### src/rtl/operand_fetch.sv
// Operand-fetch stage: decodes instruction bytes, holds a 4 x WIDTH register file,
// executes LDI internally and emits a registered operand packet downstream.
module operand_fetch #(
    parameter int WIDTH = 8,
    parameter int NREGS = 4
) (
    input  logic             clk,
    input  logic             rst,
    input  logic [7:0]       instr,
    input  logic             instr_valid,
    output logic             instr_ready,
    output logic [1:0]       op_code,
    output logic [WIDTH-1:0] op_a,
    output logic [WIDTH-1:0] op_b,
    output logic [1:0]       op_dst,
    output logic             op_valid,
    input  logic             op_ready,
    input  logic             wb_en,
    input  logic [1:0]       wb_addr,
    input  logic [WIDTH-1:0] wb_data
);

    typedef enum logic {
        FETCH = 1'b0,
        IMM   = 1'b1
    } state_t;

    state_t           state_q, state_d;
    logic [1:0]       ldi_dst_q, ldi_dst_d;
    logic [WIDTH-1:0] regs_q [NREGS];
    logic [WIDTH-1:0] regs_d [NREGS];
    logic [1:0]       op_code_q, op_code_d;
    logic [WIDTH-1:0] op_a_q, op_a_d;
    logic [WIDTH-1:0] op_b_q, op_b_d;
    logic [1:0]       op_dst_q, op_dst_d;
    logic             op_valid_q, op_valid_d;

    logic [1:0]       dec_op, dec_rd, dec_rs;
    logic             accept;

    assign dec_op = instr[7:6];
    assign dec_rd = instr[5:4];
    assign dec_rs = instr[3:2];

    always_comb begin
        instr_ready = 1'b1;
        accept      = 1'b0;
        state_d     = state_q;
        ldi_dst_d   = ldi_dst_q;
        regs_d      = regs_q;
        op_code_d   = op_code_q;
        op_a_d      = op_a_q;
        op_b_d      = op_b_q;
        op_dst_d    = op_dst_q;
        op_valid_d  = op_valid_q;

        if (state_q == FETCH) begin
            instr_ready = !op_valid_q || op_ready;
        end
        accept = instr_valid && instr_ready;

        if (op_valid_q && op_ready) begin
            op_valid_d = 1'b0;
        end

        if (wb_en) begin
            regs_d[wb_addr] = wb_data;
        end

        if (accept) begin
            if (state_q == IMM) begin
                // Applied after writeback so the immediate wins a same-register conflict
                regs_d[ldi_dst_q] = WIDTH'(instr);
                state_d           = FETCH;
            end else if (dec_op == 2'b11) begin
                ldi_dst_d = dec_rd;
                state_d   = IMM;
            end else begin
                op_valid_d = 1'b1;
                op_code_d  = dec_op;
                op_dst_d   = dec_rd;
                op_a_d     = (wb_en && wb_addr == dec_rd) ? wb_data : regs_q[dec_rd];
                op_b_d     = (wb_en && wb_addr == dec_rs) ? wb_data : regs_q[dec_rs];
            end
        end
    end

    always_ff @(posedge clk or posedge rst) begin
        if (rst) begin
            state_q    <= FETCH;
            ldi_dst_q  <= 2'b00;
            op_code_q  <= 2'b00;
            op_a_q     <= '0;
            op_b_q     <= '0;
            op_dst_q   <= 2'b00;
            op_valid_q <= 1'b0;
            for (int i = 0; i < NREGS; i++) begin
                regs_q[i] <= '0;
            end
        end else begin
            state_q    <= state_d;
            ldi_dst_q  <= ldi_dst_d;
            op_code_q  <= op_code_d;
            op_a_q     <= op_a_d;
            op_b_q     <= op_b_d;
            op_dst_q   <= op_dst_d;
            op_valid_q <= op_valid_d;
            for (int i = 0; i < NREGS; i++) begin
                regs_q[i] <= regs_d[i];
            end
        end
    end

    assign op_code  = op_code_q;
    assign op_a     = op_a_q;
    assign op_b     = op_b_q;
    assign op_dst   = op_dst_q;
    assign op_valid = op_valid_q;

endmodule

### config.mk
export PLATFORM = sky130hd
export DESIGN_NAME = operand_fetch
export DESIGN_NICKNAME = d
export VERILOG_FILES = /design/src/rtl/operand_fetch.sv
export SDC_FILE = /design/constraint.sdc
export NUM_CORES = 1
export LEC_CHECK = 0
export CAP_MARGIN = 40
export CORE_AREA = 2 2 107 109
export CTS_BUF_LIST = sky130_fd_sc_hd__clkbuf_2 sky130_fd_sc_hd__clkbuf_4 sky130_fd_sc_hd__clkbuf_8
export DETAILED_ROUTE_END_ITERATION = 16
export DIE_AREA = 0 0 109 111
export PLACE_DENSITY = 0.46
export SYNTH_ARGS = -nofsm -noshare
export SYNTH_HDL_FRONTEND = slang
export SYNTH_SLANG_ARGS = --single-unit
### constraint.sdc
create_clock -name clk -period 2.4 [get_ports clk]
set_clock_uncertainty 0.15 [all_clocks]
set_input_delay 0.48 -clock clk [delete_from_list [all_inputs] [get_ports clk]]
set_output_delay 0.48 -clock clk [all_outputs]
set_load 0.03 [all_outputs]
* After elaboration in Yosys (flattened, before gate mapping)
Cells that the tools add are included.
** Operators by class
- $lt $le $gt $ge :: 6
- Equal/unequal tests :: 3
- Muxes and demuxes :: 24
- Bitwise logic cells :: 6
- Reduce and logical (&&, ||, !) cells :: 10
** Operators by type and width (number)
- 2-to-1 mux 32 bit :: 3
- bitwise mux 32 bit :: 2
- 2-to-1 mux 8 bit :: 8
- binary-select mux 8 bit (select 2 bit) :: 2
- demux 8 bit (select 2 bit) :: 2
- greater-or-equal comparator 3 bit, second input constant :: 4
- inverter 2 -> 3 bit :: 4
- 2-to-1 mux 1 bit :: 7
- logical AND 1 bit :: 6
- less-than comparator 3 x 1 -> 1 bit, second input constant :: 2
- AND reduction 3 bit :: 2
- == test 2 bit :: 2
- == test 2 bit, second input constant :: 1
- inverter 1 bit :: 2
- logical NOT 1 bit :: 1
- logical OR 1 bit :: 1
** Word-level totals
- Flip-flop bits (word level) :: 56
- Output and inout bits :: 22

* Logic depth before layout (Yosys ltp)
Gate-level depths: netlist of the first run.
- Depth in word-level cells :: 10
- Depth in mapped cells :: 6

* Least setup slack after synthesis of the first run
No wires, ideal clock.
- Path kind :: register -> output
- From :: register op_valid_q, in the netlist op_valid
- To :: output instr_ready
- Data arrival time :: 1377 ps
- Path slack :: 393 ps
- Cell stages (with the launch flop) :: 5
- Cells stage by stage :: dfrtp_1 nand2b_1 clkbuf_1 clkbuf_1 nand2b_1
** On the way
- Cells in the longest elaborated chain, start to end :: 3
** RTL lines
- start: declaration :: line 36 : logic op_valid_q, op_valid_d;
- start signal: assignment :: line 107 : op_valid_q <= op_valid_d;
- logical NOT 1 bit :: line 58 : instr_ready = !op_valid_q || op_ready;
- logical OR 1 bit :: line 58
- 2-to-1 mux 1 bit :: line 57 : if (state_q == FETCH) begin
- end: declaration :: line 11 : output logic instr_ready,
No other way between the ends.

* Worst setup path in the final report of the first run
- From :: input op_ready
- To :: output instr_ready
** On the way
- Cells in the longest elaborated chain, start to end :: 2
** RTL lines
- start: declaration :: line 17 : input logic op_ready,
- logical OR 1 bit :: line 58
- 2-to-1 mux 1 bit :: line 57
No other way between the ends.

==> results of run 1 <==
==> final timing paths <==
path                           start     endpoint  slack [ns]  cells after the start
max                         op_ready  instr_ready        0.33                      4
min                        op_dst[0]    op_dst[0]        0.36                      1
max reg2reg                  state_q      op_a[2]        0.93                      4
min reg2reg                op_dst[0]    op_dst[0]        0.36                      1
max in group asynchronous        rst   regs_q[12]        1.47                      3
min in group asynchronous        rst     op_valid        0.37                      3
==> logic make-up after synthesis <==
| kind of cell | after synthesis |
|---|---|
| AND/OR/NAND/NOR | 64 |
| buffers and inverters | 35 |
| XOR/XNOR | 8 |
| multiplexers | 52 |
| flip-flops | 56 |
| AO/OA/AOI/OAI | 85 |
==> worst register-to-register path, cell delays in order, from the launching register on <==
cell and delay [ns]:
dfrtp_1 0.45, nor2b_2 0.21, and3_1 0.21, buf_4 0.22, a31oi_1 0.11
==> flip-flops by register name, indices dropped and copies added, names as in the netlist <==
| signal | flops |
|---|---|
| op_b | 8 |
| op_dst | 2 |
| op_a | 8 |
| regs_q | 32 |
| op_valid | 1 |
| state_q | 1 |
| op_code | 2 |
| ldi_dst_q | 2 |
==> power breakdown <==
group	internal [mW]	switching (mW)	total, mW
sequential	1.24	0.210	1.45
combinational	0.651	0.682	1.33
clock	0.310	0.331	0.641
total	2.20	1.22	3.42
==> final cells by class <==
type / instances / share of cell area
multi-input combinational: 209 / 0.419
timing repair buffer: 69 / 0.162
inverter: 5 / 0.00459
tap: 143 / 0.0438
clock buffer: 5 / 0.0168
sequential: 56 / 0.343
clock inverter: 3 / 0.0104
==> metal layers <==
layer	track usage	wire length [um]	vias to the layer above
li1	-	-	1249
met1	0.235	4410	1308
met2	0.252	4420	47
met3	0.0223	258	8
met4	0.0333	87	0
met5	0	0	-
==> synthesized netlist by cell type, types with 2 or more instances <==
master    number
nand2_1        9
dfrtp_1       56
nand2b_1       2
nor2_1        24
nand4_1       18
buf_2         13
o31ai_1       16
mux2i_1       32
xor2_1         2
a21oi_1       24
a31oi_1       36
mux2_2         3
clkbuf_1       9
xnor2_2        2
nand3b_1       2
buf_4          4
buf_12         2
xor2_2         2
buf_6          2
mux4_1        10
nand4b_1       2
inv_1          5
mux4_2         6
xnor2_1        2
o21ai_0        9
==> per-stage QoR <==
stage / total power, mW / worst slack, ns / utilization
6_report: 3.42 / 0.326 / 0.369
2_1_floorplan: 2.30 / 0.393 / -
3_3_place_gp: 2.79 / 0.0902 / 0.359
5_1_grt: 3.63 / 0.256 / 0.369
3_5_place_dp: 2.81 / 0.0922 / 0.359
4_1_cts: 3.45 / 0.308 / 0.369
==> run_results.csv, run 1 <==
group,metric,value,unit
status,outcome,"finished clean",
timing,holdWs,0.360,ns
worst_hold_path,hold_path.class,"reg -> reg",
synth,ys_seq_elements,56,
detailed_routing,wl,9170,um
detailed_routing,viasPerCell,5.33,
setup_path,worst-setup-path-type,"in -> out",
synth,ys_async_sr_fraction,1.00,
floorplan,core_area,0.0111,mm^2
setup_path,critical_path.max_fanout,6,
timing,fin_crit,2.07,ns
timing,rsz0062_at_grt,"no",
global_routing,antenna_found_initial,0,
global_routing,grt_pass1_vias,2612,
synth,syn-cell-area,0.00332,mm^2
placed_design,finalWeightedCongestion,0.814,
setup_path,critPathRequiredTime,1.77,ns
setup_path,critPathTopFamily,"buffers and inverters",
layout,instances_no_fill,490,
detailed_routing,drc_errors,0,
placed_design,dp_cells,482,
setup_path,setup.worst_path.end_class,"output pin",
synth,syn_nets,323,
flow_run,maxCapViolations,0,
setup_path,cp-start-kind,"input port",
synth,yosysSeqAreaShare,0.422,
clock_tree,postCtsSetupBuffers,0,
global_routing,grt-ovfl-total,0,
detailed_routing,vias,2612,
layout,final_cell_mix,"dfrtp_1, clkdlybuf4s50_1, a31oi_1, mux2i_1",
detailed_routing,wl_per_cell,18.7,um
power,irDropWorstVdd,0.312,mV
clock_tree,cts_buffers,5,
power,p_leak,1.70,nW
synth,synth_top_area_frac,0.422,
layout,final-seq-area,0.00140,mm^2
global_routing,grt_use_total,0.161,
clock_tree,cts_tree,"done",
setup_path,path_buf_inv,2,
clock_tree,clockBufferDepth,2,
layout,fin_nets,369,
timing,fin_crit_sh,0.864,
synth,synth_top_family_by_area,"multiplexers",
setup_path,crit_top_cell,"nand2b_1",
clock_tree,h-tree-depth,2,
timing,tightest_slew,0.677,ns
placed_design,port-buffer-count,44,
detailed_routing,drt_iter0_drc,135,
setup_path,cp_data_arrival_time,1.44,ns
layout,insertedDiodeCount,0,
synth,yosys.area_share.simple,0.102,
placed_design,hpwlAfterDp,6590,um
synth,yosysWarnings,0,
timing,slew_headroom,0.545,
floorplan,die_y,111,um
setup_path,path_cells,"clkdlybuf4s50_1 -> nand2b_1 -> nand2b_1 -> buf_4",
synth,synth.distinct_cells,33,
power,p_per_area,838,mW/mm^2
clock_tree,clock_latency,0.31,ns
synth,synth-edff-count,0,
layout,drive_above_1_share,0.150,
layout,fill_cells,1090,
clock_tree,clockRootBuffer,"clkbuf_8",
clock_tree,hold_buffers,0,
synth,synth-adder-area-share,0,
setup_path,max_stage_delay,0.39,ns
floorplan,initial_core_util,0.300,
floorplan,rows,39,
synth,yosysTopAreaCell,"dfrtp_1",
synth,synth_xor_xnor_area_share,0.0301,
timing,fmax,482,MHz
placed_design,placed_area,0.00397,mm^2
timing,timing.setup.tns,0,ns
floorplan,dieArea,0.0121,mm^2
synth,synth_top_cells_by_area,"dfrtp_1, mux2i_1, mux4_1",
timing,final-setup-viol-count,0,
setup_path,crit_slowest_cell,"clkdlybuf4s50_1",
layout,multi_input_area,0.00171,mm^2
floorplan,die_w,109,um
floorplan,boundaryPins,45,
layout,fin_area,0.00409,mm^2
clock_tree,clkSlewWorstSetupHoldPaths,0.10,ns
detailed_routing,ant_nets,0,
synth,synthFlopType,"dfrtp_1",
detailed_routing,first_pass_iters,4,
synth,syn_inst,300,
timing,slew_viol_final,0,
global_routing,grt_max_degree,57,
clock_tree,cts.sinks,56,
global_routing,grt_pass1_wl,15100,um
synth,synth-compound-area-share,0.154,
layout,syn_to_final_growth,22.9,%
synth,avgSynthCellArea,11.1,um^2
clock_tree,ctsResizeCount,0,
synth,synth.mux.area_fraction,0.230,
timing,hold_viol,0,
layout,mostFrequentLayoutCell,"dfrtp_1",
No activity file was read; power rests on OpenSTA's default activity.
==> inputs of run 2 (changes only) <==
--- a/config.mk
+++ b/config.mk
@@ -10,7 +10,8 @@
 export CTS_BUF_LIST = sky130_fd_sc_hd__clkbuf_2 sky130_fd_sc_hd__clkbuf_4 sky130_fd_sc_hd__clkbuf_8
 export DETAILED_ROUTE_END_ITERATION = 16
 export DIE_AREA = 0 0 109 111
-export PLACE_DENSITY = 0.46
+export DONT_BUFFER_PORTS = 1
+export PLACE_DENSITY = 0.41
 export SYNTH_ARGS = -nofsm -noshare
 export SYNTH_HDL_FRONTEND = slang
 export SYNTH_SLANG_ARGS = --single-unit
==> constraint.sdc (replaced) <==
create_clock -name clk -period 2.6 [get_ports clk]
set_clock_uncertainty 0.15 [all_clocks]
set_input_delay 0.52 -clock clk [delete_from_list [all_inputs] [get_ports clk]]
set_output_delay 0.52 -clock clk [all_outputs]
set_load 0.03 [all_outputs]
==> run_results.csv, run 2 (synthesis results as in run 1) <==
group,metric,value,unit
status,outcome,"finished clean",
floorplan,die_w,109,um
detailed_routing,first_pass_iters,4,
timing,fin_crit,2.00,ns
placed_design,post-place-ws,0.778,ns
placed_design,port-buffer-count,0,
timing,tightest_slew,0.723,ns
timing,rsz0062_at_grt,"no",
timing,slew_headroom,0.515,
setup_path,r2r-start,"state_q",
floorplan,initial_core_util,0.300,
floorplan,die_y,111,um
setup_path,cp_data_arrival_time,1.33,ns
layout,largest_register_ff_count,32,
global_routing,antenna_found_initial,0,
floorplan,boundaryPins,45,
floorplan,core_area,0.0111,mm^2
detailed_routing,wl,9420,um
floorplan,rows,39,
clock_tree,cts_tree,"done",
power,power.total,2.75,mW
detailed_routing,drt_iter0_drc,94,
global_routing,grt_use_total,0.164,
placed_design,dp_cells,421,
layout,final-seq-area,0.00140,mm^2
setup_path,max_stage_delay,0.53,ns
global_routing,grt_pass1_vias,2382,
setup_path,critPathRequiredTime,1.93,ns
layout,insertedDiodeCount,0,
global_routing,grt_pass1_wl,15000,um
layout,top_register,"regs_q",
setup_path,path_buf_inv,0,
clock_tree,cts_buffers,5,
timing,holdWs,0.154,ns
timing,slew_viol_final,0,
setup_path,critical_path.max_fanout,4,
clock_tree,clockRootBuffer,"clkbuf_8",
setup_path,reg2regPathDepth,4,
flow_run,maxCapViolations,0,
detailed_routing,viasPerCell,5.57,
power,p_per_area,792,mW/mm^2
layout,fill_cells,1128,
detailed_routing,drc_errors,0,
worst_hold_path,holdPathStages,1,
clock_tree,cts.sinks,56,
placed_design,hpwlAfterDp,6550,um
timing,hold_viol,0,
placed_design,finalWeightedCongestion,0.765,
power,irDropWorstVdd,0.282,mV
detailed_routing,vias,2389,
timing,final-setup-viol-count,0,
setup_path,setup.worst_path.end_class,"output pin",
global_routing,grt_max_degree,40,
setup_path,crit_top_cell,"nand2b_1",
setup_path,crit_slowest_cell,"dfrtp_1",
clock_tree,h-tree-depth,2,
setup_path,critical_path_cell_count,2,
layout,instances_no_fill,429,
clock_tree,hold_buffers,1,
clock_tree,clock_latency,0.31,ns
timing,fin_crit_sh,0.769,
clock_tree,clockBufferDepth,2,
layout,fin_nets,309,
layout,final_cell_mix,"dfrtp_1, a31oi_1, mux2i_1, nor2_1, a21oi_1",
setup_path,worst-setup-path-type,"reg -> out",
layout,final_util,0.314,
placed_design,placed_area,0.00338,mm^2
worst_hold_path,min_from,"instr_valid",
timing,finalWorstSetupSlack,0.600,ns
detailed_routing,wl_per_cell,22.0,um
clock_tree,clkSlewWorstSetupHoldPaths,0.10,ns
clock_tree,postCtsSetupBuffers,0,
worst_hold_path,hold_path.class,"in -> reg",
layout,mostFrequentLayoutCell,"dfrtp_1",
global_routing,grt-ovfl-total,0,
setup_path,cp-start-kind,"flop",
layout,syn_to_final_growth,4.56,%
power,p_leak,1.43,nW
layout,drive_above_1_share,0.115,
timing,fmax,500,MHz
setup_path,r2r_setup_slack,0.90,ns
layout,fin_area,0.00347,mm^2
layout,multi_input_area,0.00171,mm^2
worst_hold_path,worstHoldEndpoint,"state_q",
clock_tree,ctsResizeCount,0,
timing,timing.setup.tns,0,ns
setup_path,path_cells,"nand2b_1 -> nand2b_1",
floorplan,dieArea,0.0121,mm^2
setup_path,critPathTopFamily,"flip-flops",
setup_path,worst_r2r_endpoint,"regs_q[3]",
detailed_routing,ant_nets,0,
run 2: cell count changes in the layout (fill, tap and decap cells not counted), sizes merged:
cell	change
buf	-18
clkbuf	+1
clkdlybuf4s50	-43
dlygate4sd3	+1
clkinvlp	-1
bufinv	-1
run 2: cell type report:
class / instances / area share
multi-input cells: 209 / 0.493
flip-flops and latches: 56 / 0.403
clock buffers: 6 / 0.0220
inverters: 5 / 0.00540
repair buffers: 9 / 0.0238
clock inverters: 1 / 0.00144
well taps: 143 / 0.0515
run 2: worst max path at each step:
stage / startpoint / end / slack (ns)
floorplan: op_ready / instr_ready / 0.53
global placement: instr[7] / op_dst[0] / 0.75
detailed placement: instr[7] / op_dst[0] / 0.78
CTS: op_valid / instr_ready / 0.57
global route: op_valid / instr_ready / 0.51
finish: op_valid / instr_ready / 0.60
run 2: report_power, final:
group          switching, mW  internal [mW]  total [mW]
sequential             0.425           1.14        1.57
combinational          0.315          0.379       0.694
clock                  0.296          0.195       0.491
run 2: per-layer routing:
layer,vias up,GRT usage,share of wire,routed length (um)
met1,1213,0.230,0.46,4290
met3,5,0.0341,0.048,451
met2,49,0.263,0.49,4590
li1,1122,-,-,-
met5,-,0,0,0
met4,0,0.0342,0.0092,87
==> inputs of run 3 (changes only) <==
==> constraint.sdc (replaced) <==
create_clock -name clk -period 2 [get_ports clk]
set_clock_uncertainty 0.15 [all_clocks]
set_input_delay 0.4 -clock clk [delete_from_list [all_inputs] [get_ports clk]]
set_output_delay 0.4 -clock clk [all_outputs]
set_load 0.03 [all_outputs]
==> run_results.csv, run 3 (synthesis results as in run 1) <==
group,metric,value,unit
global_routing,use_met3,0.0382,
power,internal_power,2.38,mW
timing,slew_headroom,0.689,
detailed_routing,drc_errors,0,
flow_run,maxCapViolations,0,
setup_path,max_stage_delay,0.39,ns
layout,insertedDiodeCount,0,
timing,timing.setup.tns,0,ns
floorplan,die_y,111,um
setup_path,setup.worst_path.end_class,"output pin",
setup_path,worst-setup-path-type,"reg -> out",
layout,top_register,"regs_q",
layout,final_cell_mix,"dfrtp_1, a31oi_1, mux2i_1, nor2_1, a21oi_1",
clock_tree,clkSlewWorstSetupHoldPaths,0.10,ns
timing,finalWorstSetupSlack,0.251,ns
clock_tree,clockBufferDepth,2,
timing,fin_crit_sh,0.875,
detailed_routing,viasPerCell,5.50,
detailed_routing,wl,9070,um
clock_tree,ctsResizeCount,0,
timing,fmax,572,MHz
worst_hold_path,min_from,"instr_valid",
layout,drive_above_1_share,0.142,
power,p_clk_frac,0.210,
global_routing,grt.met2_usage,0.252,
timing,fin_crit,1.75,ns
global_routing,antenna_found_initial,0,
setup_path,critPathTopFamily,"flip-flops",
floorplan,die_w,109,um
detailed_routing,vias,2409,
global_routing,grt_max_degree,37,
setup_path,worstSetupStartpoint,"op_valid",
power,irDropWorstVdd,0.471,mV
setup_path,crit_top_cell,"nand2b_1",
floorplan,rows,39,
clock_tree,clock_latency,0.32,ns
setup_path,crit_path_end,"instr_ready",
setup_path,reg2regPathDepth,3,
timing,tightest_slew,0.465,ns
detailed_routing,drt_iter0_drc,163,
clock_tree,cts_tree,"done",
global_routing,met1_usage,0.219,
power,p_sw_frac,0.362,
global_routing,grt_pass1_vias,2384,
timing,rsz0062_at_grt,"no",
layout,multi_input_area,0.00171,mm^2
power,p_per_area,1050,mW/mm^2
placed_design,post-place-ws,0.480,ns
setup_path,critical_path_cell_count,3,
placed_design,port-buffer-count,0,
detailed_routing,first_pass_iters,4,
global_routing,busiest_layer,"met2",
global_routing,grt-ovfl-total,0,
power,power.total,3.73,mW
detailed_routing,ant_nets,0,
power,pwr-share-seq,0.544,
power,comb_power_share,0.246,
layout,largest_register_ff_count,32,
layout,fill_cells,1108,
layout,mostFrequentLayoutCell,"dfrtp_1",
timing,hold_viol,0,
worst_hold_path,hold_path.class,"in -> reg",
placed_design,hpwlAfterDp,6500,um
clock_tree,cts_buffers,5,
floorplan,dieArea,0.0121,mm^2
power,p_leak,1.48,nW
layout,syn_to_final_growth,7.27,%
floorplan,core_area,0.0111,mm^2
timing,final-setup-viol-count,0,
clock_tree,clockRootBuffer,"clkbuf_8",
layout,final_util,0.322,
floorplan,boundaryPins,45,
timing,slew_viol_final,0,
setup_path,path_buf_inv,1,
setup_path,cp_data_arrival_time,1.20,ns
floorplan,initial_core_util,0.300,
clock_tree,cts.sinks,56,
setup_path,r2r_setup_slack,0.50,ns
layout,fin_nets,317,
detailed_routing,wl_per_cell,20.7,um
setup_path,r2r-start,"state_q",
global_routing,grt_pass1_wl,14700,um
setup_path,critPathRequiredTime,1.45,ns
setup_path,critical_path.max_fanout,6,
setup_path,worst_r2r_endpoint,"ldi_dst_q[0]",
setup_path,crit_slowest_cell,"dfrtp_1",
layout,final-seq-area,0.00140,mm^2
global_routing,grt_use_total,0.159,
status,outcome,"finished clean",
setup_path,path_cells,"nand2b_1 -> nand2b_1 -> buf_4",
placed_design,finalWeightedCongestion,0.776,
power,p_switching,1.35,mW
setup_path,cp-start-kind,"flop",
clock_tree,h-tree-depth,2,
## run 3: changes by cell type in the layout (fill, tap and decap cells not counted), sizes merged
cell / before / now
buf: 8 / 16
bufinv: 0 / 1
## run 3: power by group through the flow
stage / combinational (mW) / clock (mW) / sequential (mW)
global route: 1.03 / 0.857 / 2.10
floorplan: 0.799 / 0 / 1.96
global placement: 0.920 / 0 / 2.06
CTS: 0.925 / 0.806 / 2.04
finish: 0.917 / 0.783 / 2.03
detailed placement: 0.923 / 0 / 2.06
## run 3: worst register-to-register path, delay by kind of cell, from the launching register on
kind          cells  cell delay [ns]
flops             1             0.45
mux               1             0.33
simple gates      2             0.46
## run 3: worst min path at each step
stage / end / slack, ns / cells after the start
after floorplan: state_q / 0.36 / 1
after global placement: op_valid / 0.18 / 1
after detailed placement: op_valid / 0.17 / 1
after CTS: state_q / 0.02 / 1
after global routing: state_q / 0.009 / 1
final: state_q / 0.03 / 1
## run 3: per-layer routing
layer  share of wire  routed length [um]
met5               0                   0
met4           0.011                 101
met3           0.047                 428
met2            0.47                4250
met1            0.47                4300
## run 3: timing repair
item                                   CTS  global route
endpoints found under the hold margin   20             0
setup endpoints to repair                0             0
hold buffers                             1             0
buffers inserted                         0             0
## run 3: area by class of cell
type                            count  share of cell area
Multi-Input combinational cell    209               0.480
Sequential cell                    56               0.393
Tap cell                          143              0.0502
Timing Repair Buffer               17              0.0400
Clock buffer                        6              0.0214
Clock inverter                      2             0.00983
Inverter                            5             0.00527
## run 3: metrics by stage
step | hold slack [ns] | area, um^2 | std cells
after floorplan | 0.357 | 3320 | 300
after global placement | 0.184 | 3440 | 429
after detailed placement | 0.174 | 3440 | 429
after CTS | 0.0177 | 3560 | 438
after global routing | 0.00863 | 3560 | 438
final | 0.0299 | 3560 | 438
